`src/rtl/snake_ctrl_packet_tx.sv`:
```
// snake_ctrl_packet_tx
//   Transmit side of the snake control stream. Four raw direction buttons are
//   synchronised and debounced. A current heading is held. On every movement
//   tick, one single-beat 64-bit AXI-Stream control packet is emitted toward the
//   snake-head renderer.
//
// Ports
//   i_clk, i_rst           clock, asynchronous active-high reset
//   i_enable               1 = game running, 0 = ticks suppressed
//   i_btn_up/down/left/right  raw asynchronous buttons, active-high
//   o_m_axis_tdata         [7:0] type 8'h00, [15:8] direction, [23:16] seq, [63:24] zero
//   o_m_axis_tvalid/tlast  packet valid; tlast mirrors tvalid
//   i_m_axis_tready        downstream ready
//   o_direction            held heading (0 none, 1 up, 2 down, 3 left, 4 right)
//   o_drop_count           ticks lost while a packet was pending, saturating
//
// FSM states
//   state   | meaning
//   ST_IDLE | no packet pending, waiting for a tick with a non-zero heading
//   ST_SEND | packet presented, held until tvalid && tready

module snake_ctrl_packet_tx #(
    parameter int DEBOUNCE_CYCLES = 1_000_000,
    parameter int TICK_CYCLES     = 10_000_000
) (
    input  logic        i_clk,
    input  logic        i_rst,
    input  logic        i_enable,
    input  logic        i_btn_up,
    input  logic        i_btn_down,
    input  logic        i_btn_left,
    input  logic        i_btn_right,
    output logic [63:0] o_m_axis_tdata,
    output logic        o_m_axis_tvalid,
    output logic        o_m_axis_tlast,
    input  logic        i_m_axis_tready,
    output logic [7:0]  o_direction,
    output logic [7:0]  o_drop_count
);

    localparam int DW = (DEBOUNCE_CYCLES > 1) ? $clog2(DEBOUNCE_CYCLES) : 1;
    localparam logic [DW-1:0] DB_LOAD = DW'(DEBOUNCE_CYCLES - 1);
    localparam int TW = $clog2(TICK_CYCLES);
    localparam logic [TW-1:0] TICK_LAST = TW'(TICK_CYCLES - 1);

    typedef enum logic {ST_IDLE, ST_SEND} state_t;

    // bit order: 0 up, 1 down, 2 left, 3 right (also the priority order)
    logic [3:0]    w_btn_raw;
    logic [3:0]    r_sync1, r_sync2;
    logic [3:0]    r_db, r_db_d;
    logic [DW-1:0] r_db_cnt [4];

    logic [3:0]    w_press;
    logic [7:0]    w_req;
    logic [7:0]    w_opposite;
    logic          w_accept;
    logic [7:0]    r_dir;

    logic [TW-1:0] r_tick_cnt;
    logic          w_tick;

    state_t        r_state;
    logic [63:0]   r_tdata;
    logic          r_tvalid;
    logic          r_tlast;
    logic [7:0]    r_seq;
    logic [7:0]    r_drop;

    assign w_btn_raw = {i_btn_right, i_btn_left, i_btn_down, i_btn_up};

    // Debounce as a down-counter: reloaded on every agreeing cycle, the level
    // flips on the DEBOUNCE_CYCLES-th consecutive differing cycle.
    always_ff @(posedge i_clk or posedge i_rst) begin
        if (i_rst) begin
            r_sync1 <= '0;
            r_sync2 <= '0;
            r_db    <= '0;
            r_db_d  <= '0;
            for (int i = 0; i < 4; i++) r_db_cnt[i] <= DB_LOAD;
        end else begin
            r_sync1 <= w_btn_raw;
            r_sync2 <= r_sync1;
            r_db_d  <= r_db;
            for (int i = 0; i < 4; i++) begin
                if (r_sync2[i] == r_db[i]) begin
                    r_db_cnt[i] <= DB_LOAD;
                end else if (r_db_cnt[i] == '0) begin
                    r_db[i]     <= r_sync2[i];
                    r_db_cnt[i] <= DB_LOAD;
                end else begin
                    r_db_cnt[i] <= r_db_cnt[i] - 1'b1;
                end
            end
        end
    end

    // The highest-priority press is chosen first. It is then rejected if it
    // would reverse the snake or repeat the current heading.
    always_comb begin
        w_press = r_db & ~r_db_d;
        w_req   = 8'd0;
        if (w_press[0])      w_req = 8'd1;
        else if (w_press[1]) w_req = 8'd2;
        else if (w_press[2]) w_req = 8'd3;
        else if (w_press[3]) w_req = 8'd4;
        case (r_dir)
            8'd1:    w_opposite = 8'd2;
            8'd2:    w_opposite = 8'd1;
            8'd3:    w_opposite = 8'd4;
            8'd4:    w_opposite = 8'd3;
            default: w_opposite = 8'd0;
        endcase
        w_accept = (w_req != 8'd0) && (w_req != w_opposite) && (w_req != r_dir);
    end

    always_ff @(posedge i_clk or posedge i_rst) begin
        if (i_rst)         r_dir <= 8'd0;
        else if (w_accept) r_dir <= w_req;
    end

    always_ff @(posedge i_clk or posedge i_rst) begin
        if (i_rst)                      r_tick_cnt <= '0;
        else if (!i_enable)             r_tick_cnt <= '0;
        else if (r_tick_cnt == TICK_LAST) r_tick_cnt <= '0;
        else                            r_tick_cnt <= r_tick_cnt + 1'b1;
    end

    assign w_tick = i_enable && (r_tick_cnt == TICK_LAST);

    always_ff @(posedge i_clk or posedge i_rst) begin
        if (i_rst) begin
            r_state  <= ST_IDLE;
            r_tdata  <= '0;
            r_tvalid <= 1'b0;
            r_tlast  <= 1'b0;
            r_seq    <= 8'd0;
            r_drop   <= 8'd0;
        end else begin
            case (r_state)
                ST_IDLE: begin
                    if (w_tick && (r_dir != 8'd0)) begin
                        r_tdata  <= {40'd0, r_seq, r_dir, 8'h00};
                        r_tvalid <= 1'b1;
                        r_tlast  <= 1'b1;
                        r_state  <= ST_SEND;
                    end
                end
                ST_SEND: begin
                    if (r_tvalid && i_m_axis_tready) begin
                        r_seq    <= r_seq + 8'd1;
                        r_tvalid <= 1'b0;
                        r_tlast  <= 1'b0;
                        r_state  <= ST_IDLE;
                    end
                    // A tick on the handshake cycle is also lost: the packet
                    // just accepted already carried the current heading.
                    if (w_tick && (r_drop != 8'hFF)) r_drop <= r_drop + 8'd1;
                end
                default: r_state <= ST_IDLE;
            endcase
        end
    end

    assign o_m_axis_tdata  = r_tdata;
    assign o_m_axis_tvalid = r_tvalid;
    assign o_m_axis_tlast  = r_tlast;
    assign o_direction     = r_dir;
    assign o_drop_count    = r_drop;

endmodule

```
`config.mk`:
```
export PLATFORM = sky130hd
export DESIGN_NAME = snake_ctrl_packet_tx
export DESIGN_NICKNAME = d
export VERILOG_FILES = /design/src/rtl/snake_ctrl_packet_tx.sv
export SDC_FILE = /design/constraint.sdc
export NUM_CORES = 1
export LEC_CHECK = 0
export BUFFER_PORTS_ARGS = -buffer_cell sky130_fd_sc_hd__buf_2
export CAP_MARGIN = 0
export CORE_ASPECT_RATIO = 0.7
export CORE_UTILIZATION = 45
export CTS_CLUSTER_DIAMETER = 80
export CTS_CLUSTER_SIZE = 28
export DETAILED_ROUTE_END_ITERATION = 10
export GPL_ROUTABILITY_DRIVEN = 0
export PLACE_DENSITY = 0.69
export RECOVER_POWER = 25
export SYNTH_ARGS = -nofsm -noshare
export SYNTH_HDL_FRONTEND = slang
export SYNTH_SLANG_ARGS = --single-unit
export TNS_END_PERCENT = 50
```
`constraint.sdc`:
```
create_clock -name i_clk -period 6.3 [get_ports i_clk]
set_clock_uncertainty 0.15 [all_clocks]
set_input_delay 0.63 -clock i_clk [delete_from_list [all_inputs] [get_ports i_clk]]
set_output_delay 0.63 -clock i_clk [all_outputs]
set_load 0.1 [all_outputs]
```
==> metrics, run 1 <==
Simple-Gate Fraction of Synth Area=0.229; Min-Delay Path Depth=1; Root Buffer=clkbuf_16; setup TNS=0 ns; Final period util=0.550; Final ANT Viol Nets=0; post-synth top area cell=dfrtp_1; synthesis-to-layout area growth=9.80%; violated checks=max-capacitance violations, max-slew violations; placed insts=979; FF-to-FF path depth=6; # Post-CTS Setup Buffers=0; Critical Path AT=3.76 ns; Critical Path End Type=async pin; IO buf count=31; Hold Startpoint=i_btn_right; Detailed Route Iter0 Violations=296; die extent in x=159 microns; Cell variety after synth=58; via count=5097; initial antenna violation count=0; Main synth FF type=dfrtp_1; CP Launch Type=input pin; DR WL/cell=13.9 microns; worst slew pin tran=3.65 ns; share of the yosys chip area belonging to registers=0.500; Congestion Overflow GR=0; Skew-Pair Late Insertion Delay=0.42 ns; fin cells=1011; critical-path maximum fanout=87; Vias/cell=5.04; share of the synthesized area in the top cell type=0.337; clk sinks=152; RR Startpoint=r_tick_cnt[0]; dpl ws=3.35 ns; largest family of logic cells by synthesized area=simple AND/OR/NAND/NOR gates; Rows=39; dpl hpwl=9540 microns; Leak=3.66 nW; final hold violations=0; normalized max-slew margin=-1.45; total CTS buffers=17; vias in the first global route=4779; syn avg cell area=10.4 sq um; CP required=6.60 ns; Syn. warnings=0; Tot GR Track Use=0.175; status=finished, violations left; area of the core=0.0165 sq mm; commonest non-fill, non-tap cell in the layout=dfrtp_1; first-pass GRT wire length=24300 microns; post-synthesis xor/xnor area fraction=0.115; Max Cap Viol=1; Layout Nets=792; Final WS setup=2.84 ns; DRT Pass-1 Iters=5; H-Tree Level Count=4; post-synthesis adder-cell area fraction=0.0178; CTS Hold Buffers Added=0; drt total wl=14000 microns; number of synthesized register bits=152; reg-to-reg slack, setup=3.32 ns; Top Ports=90; CTS tree=built; Die Height=112 microns; Setup Viol. Count Final=0; Worst R2R End=o_m_axis_tdata[19]; Post-synth EDFFs=0; Syn Inst Count=741; # diodes=0; Compound-Gate Fraction of Synth Area=0.0353; DIE AREA=0.0177 sq mm; Max Slew Vio Count=88; RSZ-0062 raised after global routing=no; Tmin final=3.46 ns; post-synthesis mux area share=0.0262; Synth area leaders=dfrtp_1, dfstp_2, xnor2_1, buf_4, xor2_1; post-cts resize count=0; Min-Delay Endpoint=r_sync1[3]; pwr dens=270 mW/mm^2; maximum clock rate=0.289 GHz; most frequent cells in the layout=dfrtp_1, nor2_1, nand2_1, xnor2_1, conb_1; clock slew at reported path FFs=0.06 ns; layout cells sized above 1=0.187; Overall Power=2.29 mW; critical path class=in2async; asr flop ratio synth=1.00; Starting Density=0.467; Mapped Area=0.00772 sq mm; Placed Area=0.00785 sq mm; maximum root-to-sink buffer count=2; fin area=0.00848 sq mm; Peak VDD IR=0.195 mV; pin count of the biggest net entering global routing=88; Hold/Removal Path Class=in2reg; drt drc=0
[cell usage after synthesis, types with 3 or more instances]
master	instances
o211ai_1	3
a21oi_1	10
clkbuf_1	9
and4_1	4
dfrtp_1	104
inv_1	15
nor3_1	21
nor4_1	25
nand2b_1	7
ha_1	11
buf_4	60
dfstp_2	48
o21ai_0	7
and2_1	7
or4_1	10
nand3_1	32
buf_2	5
nor2b_1	6
nor2_1	84
nor4_4	3
o31ai_1	6
a211oi_1	3
mux2_2	17
o21ai_1	3
or3_1	5
nand4_1	12
and3_1	6
xor2_1	43
nand4b_1	3
xnor2_1	58
nor3b_1	3
nand2_1	70
or4_4	3
nor3_2	4
[cells by family (layout without fill, tap and decap cells)]
kind of cell | after synthesis | after routing
other cells | 1 | 58
xor+xnor | 101 | 101
buf+inv | 91 | 79
mux | 18 | 18
flops | 152 | 152
compound gates | 42 | 42
simple gates | 325 | 325
fa+ha+maj | 11 | 11
[per-layer routing]
| metal | vias up | global-route usage | share of wire |
|---|---|---|---|
| met4 | 0 | 0.0538 | 0.011 |
| met5 | - | 0 | 0 |
| met3 | 13 | 0.0432 | 0.041 |
| met1 | 2470 | 0.278 | 0.53 |
| met2 | 118 | 0.230 | 0.42 |
| li1 | 2496 | - | - |
[worst max-delay path, cell delays in order]
cell and delay [ns]:
buf_2 0.10, clkinvlp_2 2.05, buf_4 0.93
[per-stage QoR]
step | hold WS [ns] | utilization
final | 0.158 | 0.513
after global routing | 0.143 | 0.513
after CTS | 0.143 | 0.513
after detailed placement | 0.188 | 0.475
after global placement | 0.183 | 0.475
after floorplan | 0.181 | -
[power by group]
part / internal [mW] / switching, mW
Combinational: 0.0130 / 0.190
Clock: 0.686 / 0.396
Sequential: 0.993 / 0.0119
Total: 1.69 / 0.598
[worst max path at each step]
stage                   from  slack (ns)                  to  cells past startpoint
2_1_floorplan          i_rst        1.51      o_direction[0]                      1
3_3_place_gp   r_tick_cnt[0]        3.47  o_m_axis_tdata[23]                      6
3_5_place_dp   r_tick_cnt[0]        3.35  o_m_axis_tdata[19]                      6
4_1_cts        r_tick_cnt[0]        3.33  o_m_axis_tdata[19]                      6
5_1_grt                i_rst        2.08        r_db_cnt[35]                      3
6_report               i_rst        2.84        r_db_cnt[35]                      3
[area by class of cell]
cell class / instances / area (sq um)
Clock inverter: 10 / 165
Inverter: 15 / 57.6
Sequential cell: 152 / 3860
Clock buffer: 22 / 464
Fill cell: 1443 / 8060
Multi-Input combinational cell: 555 / 3480
Timing Repair Buffer: 32 / 163
Tap cell: 225 / 282
[flip-flops by register name, summed over array words and instances (netlist names), 3 cells and up]
| name | flops |
|---|---|
| r_db | 4 |
| r_db_cnt | 80 |
| o_drop_count | 8 |
| r_tick_cnt | 24 |
| r_db_d | 4 |
| o_direction | 3 |
| o_m_axis_tdata | 11 |
| r_sync1 | 4 |
| r_seq | 8 |
| r_sync2 | 4 |
Power figures use the tool's default switching activity.
==> run 2: changes to the inputs <==
--- a/config.mk
+++ b/config.mk
@@ -13,7 +13,7 @@
 export CTS_CLUSTER_SIZE = 28
 export DETAILED_ROUTE_END_ITERATION = 10
 export GPL_ROUTABILITY_DRIVEN = 0
-export PLACE_DENSITY = 0.69
+export PLACE_DENSITY = 0.72
 export RECOVER_POWER = 25
 export SYNTH_ARGS = -nofsm -noshare
 export SYNTH_HDL_FRONTEND = slang
==> constraint.sdc (replaced) <==
create_clock -name i_clk -period 2.9 [get_ports i_clk]
set_clock_uncertainty 0.15 [all_clocks]
set_input_delay 0.29 -clock i_clk [delete_from_list [all_inputs] [get_ports i_clk]]
set_output_delay 0.29 -clock i_clk [all_outputs]
set_load 0.1 [all_outputs]
==> run 2 against run 1 <==
Compared with the run above:
- sequential share of layout area decreased by 0.31 points
- die area unchanged
- register-to-register slack got worse by 2.9 ns
- the run now ends clean
- final cell count increased by 1.3%
- wire length decreased by 1.2%
- combinational power increased by 120%
- total power increased by 110%
- critical path depth increased by 4
- critical endpoint is now o_m_axis_tdata[18]
- clock-buffer cell count increased by 3
- utilization increased by 0.36 points
- setup slack got worse by 2.4 ns
- critical path type is now reg2reg
- non-clock buffer count increased by 13
==> metrics, run 2 (same netlist as run 1, synthesis figures left out) <==
synthesis-to-layout area growth=10.6% (was 9.80%); Leak=3.69 nW (was 3.66 nW); Root Buffer=clkbuf_16 (unchanged); Detailed Route Iter0 Violations=228 (was 296); dpl hpwl=9670 microns (was 9540 microns); crit path launch=r_tick_cnt[0] (was i_rst); RSZ-0062 raised after global routing=no (unchanged); H-Tree Level Count=4 (unchanged); Layout Nets=805 (was 792); RR Startpoint=r_tick_cnt[0] (unchanged); maximum clock rate=0.399 GHz; Min-Delay Path Depth=0 (was 1); commonest non-fill, non-tap cell in the layout=dfrtp_1 (unchanged); drt drc=0 (unchanged); most frequent cells in the layout=dfrtp_1, nor2_1, nand2_1, xnor2_1, conb_1 (unchanged); Placed Area=0.00792 sq mm (was 0.00785 sq mm); normalized max-slew margin=0.0414 (was -1.45); Die Height=112 microns (unchanged); pin count of the biggest net entering global routing=61 (was 88); fin area=0.00854 sq mm (was 0.00848 sq mm); CP required=3.05 ns (was 6.60 ns); Congestion Overflow GR=0 (unchanged); Top Ports=90 (unchanged); Tmin final=2.51 ns; Skew-Pair Late Insertion Delay=0.42 ns (about the same); Worst R2R End=o_m_axis_tdata[18] (was o_m_axis_tdata[19]); clock slew at reported path FFs=0.06 ns (about the same); Tot GR Track Use=0.172 (was 0.175); Critical Path End Type=flop (was async pin); DRT Pass-1 Iters=5 (unchanged); Hold Startpoint=r_sync1[2] (was i_btn_right); maximum root-to-sink buffer count=2 (unchanged); area of the core=0.0165 sq mm (unchanged); # diodes=0 (unchanged); Final period util=0.864; Final ANT Viol Nets=0 (unchanged); vias in the first global route=4807 (was 4779); CTS tree=built (unchanged); drt total wl=13900 microns (was 14000 microns); Peak VDD IR=0.346 mV (was 0.195 mV); pwr dens=561 mW/mm^2 (was 270 mW/mm^2); via count=5086 (was 5097); Starting Density=0.467 (unchanged); Fill cells=1506 (was 1443); FF-to-FF path depth=7 (was 6); total CTS buffers=17 (unchanged); initial antenna violation count=0 (unchanged); # Post-CTS Setup Buffers=0 (unchanged); Vias/cell=4.97 (was 5.04); DIE AREA=0.0177 sq mm (unchanged); IO buf count=31 (unchanged); Max Slew Vio Count=0 (was 88); setup TNS=0 ns (unchanged); clk sinks=152 (unchanged); critical path class=reg2reg (was in2async); worst slew pin tran=1.44 ns (was 3.65 ns); reg-to-reg slack, setup=0.39 ns (was 3.32 ns); layout cells sized above 1=0.188 (was 0.187); Setup Viol. Count Final=0 (unchanged); DR WL/cell=13.5 microns (was 13.9 microns); Reg with most FFs=r_db_cnt (unchanged); Hold/Removal Path Class=reg2reg (was in2reg); CP Launch Type=flop (was input pin); first-pass GRT wire length=23900 microns (was 24300 microns); die extent in x=159 microns (unchanged); CP Capture Point=o_m_axis_tdata[18] (was r_db_cnt[35]); Rows=39 (unchanged); final hold violations=0 (unchanged); critical-path maximum fanout=11 (was 87); Max Cap Viol=0 (was 1); Critical Path AT=2.66 ns (was 3.76 ns); max FFs per register=80 (unchanged); status=finished, final reports clean (was finished, violations left)
## run 2: changes by cell type in the layout (fill, tap and decap cells not counted), sizes merged
cell         change
dlygate4sd3      +7
buf              +3
bufinv           -2
clkinv           +2
clkbuf           +6
inv              -2
clkinvlp         -1
## run 2: critical path, cell delays in order (launching register included)
cell and delay, ns:
dfrtp_1 0.43, ha_1 0.28, nand2_1 0.11, nor4_2 0.38, nand4_2 0.25, nor3_2 0.21
buf_4 0.22, mux2_2 0.35
## run 2: per-layer routing
layer	track usage	vias to the layer above	wire, microns
li1	-	2508	-
met1	0.261	2489	7330
met2	0.237	83	5950
met3	0.0525	6	509
met4	0.0391	0	76
met5	0	-	0
## run 2: area by class of cell
type / instances / area [sq um] / area share
well taps: 225 / 282 / 0.0330
repair buffers: 45 / 272 / 0.0318
multi-input cells: 555 / 3480 / 0.408
clock buffers: 25 / 485 / 0.0569
flip-flops and latches: 152 / 3860 / 0.453
inverters: 15 / 57.6 / 0.00674
clock inverters: 7 / 93.8 / 0.0110
## run 2: power breakdown
part	leakage [nW]	internal [mW]	switching (mW)
Sequential	1.93	2.16	0.0244
Clock	0.277	1.33	0.825
Combinational	1.48	0.0361	0.414
## run 2: what timing repair did
action | CTS | global route
hold buffers | 7 | 0
hold endpoints to repair | 110 | 0
gates resized for setup | 0 | 0
## run 2: worst min-delay path by stage
| stage | end | slack, ns |
|---|---|---|
| global route | r_sync2[1] | 0.20 |
| finish | r_sync2[2] | 0.20 |
| global placement | r_sync2[0] | 0.18 |
| detailed placement | r_sync2[0] | 0.18 |
| floorplan | r_sync1[0] | 0.17 |
| CTS | r_sync2[0] | 0.20 |
## run 2: stage by stage
step	power, mW	util	worst slack, ns	hold slack (ns)	instances
3_5_place_dp	2.67	0.479	0.378	0.185	985
3_3_place_gp	2.67	0.479	0.519	0.184	985
6_report	4.79	0.516	0.393	0.196	1024
5_1_grt	4.99	0.516	0.197	0.203	1024
4_1_cts	4.86	0.518	0.385	0.198	1024
2_1_floorplan	2.68	-	0.438	0.171	798
==> run 3: changes to the inputs <==
--- a/config.mk
+++ b/config.mk
@@ -8,6 +8,7 @@
 export BUFFER_PORTS_ARGS = -buffer_cell sky130_fd_sc_hd__buf_2
 export CAP_MARGIN = 0
 export CORE_ASPECT_RATIO = 0.7
+export CORE_MARGIN = 2
 export CORE_UTILIZATION = 45
 export CTS_CLUSTER_DIAMETER = 80
 export CTS_CLUSTER_SIZE = 28
==> run 3 against run 2 <==
Compared with the run above:
- wire length fell by 1.2%
- clock power rose by 6%
- sequential power barely moved
- first-iteration DRC count rose by 53%
- via count fell by 0.51%
- non-clock buffer count fell by 4
- total power rose by 2.5%
- critical path type unchanged
- critical endpoint is now o_m_axis_tdata[19]
==> metrics, run 3 (same netlist as run 1, synthesis figures left out) <==
RSZ-0062 raised after global routing=no (unchanged); final hold violations=0 (unchanged); layout cells sized above 1=0.187 (was 0.188); CTS tree=built (unchanged); Top Ports=90 (unchanged); final core utilization=0.505 (was 0.516); Starting Density=0.455 (was 0.467); Rows=40 (was 39); DIE AREA=0.0182 sq mm (was 0.0177 sq mm); post-cts resize count=0 (unchanged); Leak=3.71 nW (was 3.69 nW); CP required=3.06 ns (was 3.05 ns); Root Buffer=clkbuf_16 (unchanged); initial antenna violation count=0 (unchanged); DRT Pass-1 Iters=5 (unchanged); Tmin final=2.46 ns (was 2.51 ns); Max Slew Vio Count=0 (unchanged); Vias/cell=4.93 (was 4.97); worst slew pin tran=0.803 ns (was 1.44 ns); Critical Path End Type=flop (unchanged); max FFs per register=80 (unchanged); via count=5060 (was 5086); Peak VDD IR=0.373 mV (was 0.346 mV); clk sinks=152 (unchanged); drt drc=0 (unchanged); IO buf count=31 (unchanged); Hold/Removal Path Class=reg2reg (unchanged); commonest non-fill, non-tap cell in the layout=dfrtp_1 (unchanged); Fill cells=1514 (was 1506); Final period util=0.849 (was 0.864); worst hold slack=0.196 ns (about the same); Skew-Pair Late Insertion Delay=0.42 ns (about the same); total CTS buffers=17 (unchanged); first-pass GRT wire length=23600 microns (was 23900 microns); clock slew at reported path FFs=0.06 ns (about the same); H-Tree Level Count=4 (unchanged); register area=0.00386 sq mm (unchanged); # diodes=0 (unchanged); most frequent cells in the layout=dfrtp_1, nor2_1, nand2_1, xnor2_1, conb_1 (unchanged); critical-path maximum fanout=11 (unchanged); Final ANT Viol Nets=0 (unchanged); maximum clock rate=0.406 GHz (was 0.399 GHz); Congestion Overflow GR=0 (unchanged); maximum root-to-sink buffer count=2 (unchanged); vias in the first global route=4717 (was 4807); Reg with most FFs=r_db_cnt (unchanged); dpl hpwl=9040 microns (was 9670 microns); multi-input logic area=0.00348 sq mm (unchanged); die extent in x=161 microns (was 159 microns); setup TNS=0 ns (unchanged); Tot GR Track Use=0.161 (was 0.172); normalized max-slew margin=0.463 (was 0.0414); CP Launch Type=flop (unchanged); Critical Path AT=2.62 ns (was 2.66 ns); area of the core=0.0170 sq mm (was 0.0165 sq mm); critical path class=reg2reg (unchanged); Detailed Route Iter0 Violations=348 (was 228); DR WL/cell=13.3 microns (was 13.5 microns); pwr dens=573 mW/mm^2 (was 561 mW/mm^2); Layout Nets=801 (was 805); synthesis-to-layout area growth=10.9% (was 10.6%); drt total wl=13700 microns (was 13900 microns); status=finished, final reports clean (unchanged); Max Cap Viol=0 (unchanged); Die Height=114 microns (was 112 microns); pin count of the biggest net entering global routing=153 (was 61); Setup Viol. Count Final=0 (unchanged)
-- run 3: metal layers --
metal / part of all wire / vias up / GRT usage
met5: 0 / - / 0
met4: 0.0091 / 0 / 0.0523
met3: 0.037 / 7 / 0.0418
met2: 0.43 / 88 / 0.224
met1: 0.53 / 2456 / 0.245
li1: - / 2509 / -
-- run 3: power by group --
group	internal, mW	total, mW	switching [mW]
combinational	0.0371	0.450	0.413
clock	1.44	2.28	0.837
sequential	2.16	2.18	0.0242
total	3.64	4.91	1.27
-- run 3: cell type report --
cell class                      count  area share
Timing Repair Buffer               41      0.0304
Sequential cell                   152       0.451
Clock inverter                      8      0.0139
Multi-Input combinational cell    555       0.407
Inverter                           15     0.00672
Tap cell                          231      0.0337
Clock buffer                       24      0.0574
-- run 3: worst max-delay path, cell delays in order (launching register included) --
cell and delay [ns]:
dfrtp_1 0.40, ha_1 0.27, nand2_1 0.12, nor4_2 0.37, nand4_2 0.26, nor3_2 0.20
buf_4 0.22, mux2_2 0.35
-- run 3: final timing paths --
| check | endpoint | depth (start not counted) | start | slack (ns) |
|---|---|---|---|---|
| min | r_sync2[2] | 0 | r_sync1[2] | 0.20 |
| max | o_m_axis_tdata[19] | 7 | r_tick_cnt[0] | 0.44 |
| max in group asynchronous | r_db_cnt[31] | 4 | i_rst | 1.52 |
| min reg2reg | r_sync2[2] | 0 | r_sync1[2] | 0.20 |
| max reg2reg | o_m_axis_tdata[19] | 7 | r_tick_cnt[0] | 0.44 |
| min in group asynchronous | r_db[2] | 4 | i_rst | 0.51 |
-- run 3: timing repair --
| action | in CTS | in global routing |
|---|---|---|
| setup buffers | 0 | 0 |
| hold endpoints to repair | 17 | 0 |
| hold buffers | 7 | 0 |
-- run 3: stage by stage --
stage	setup WS (ns)	std cells	power, mW	cell area, sq um
3_5_place_dp	0.453	987	2.66	7890
2_1_floorplan	0.438	798	2.68	7940
4_1_cts	0.427	1026	4.97	8570
3_3_place_gp	0.520	987	2.66	7890
5_1_grt	0.258	1026	5.10	8570
6_report	0.438	1026	4.91	8570
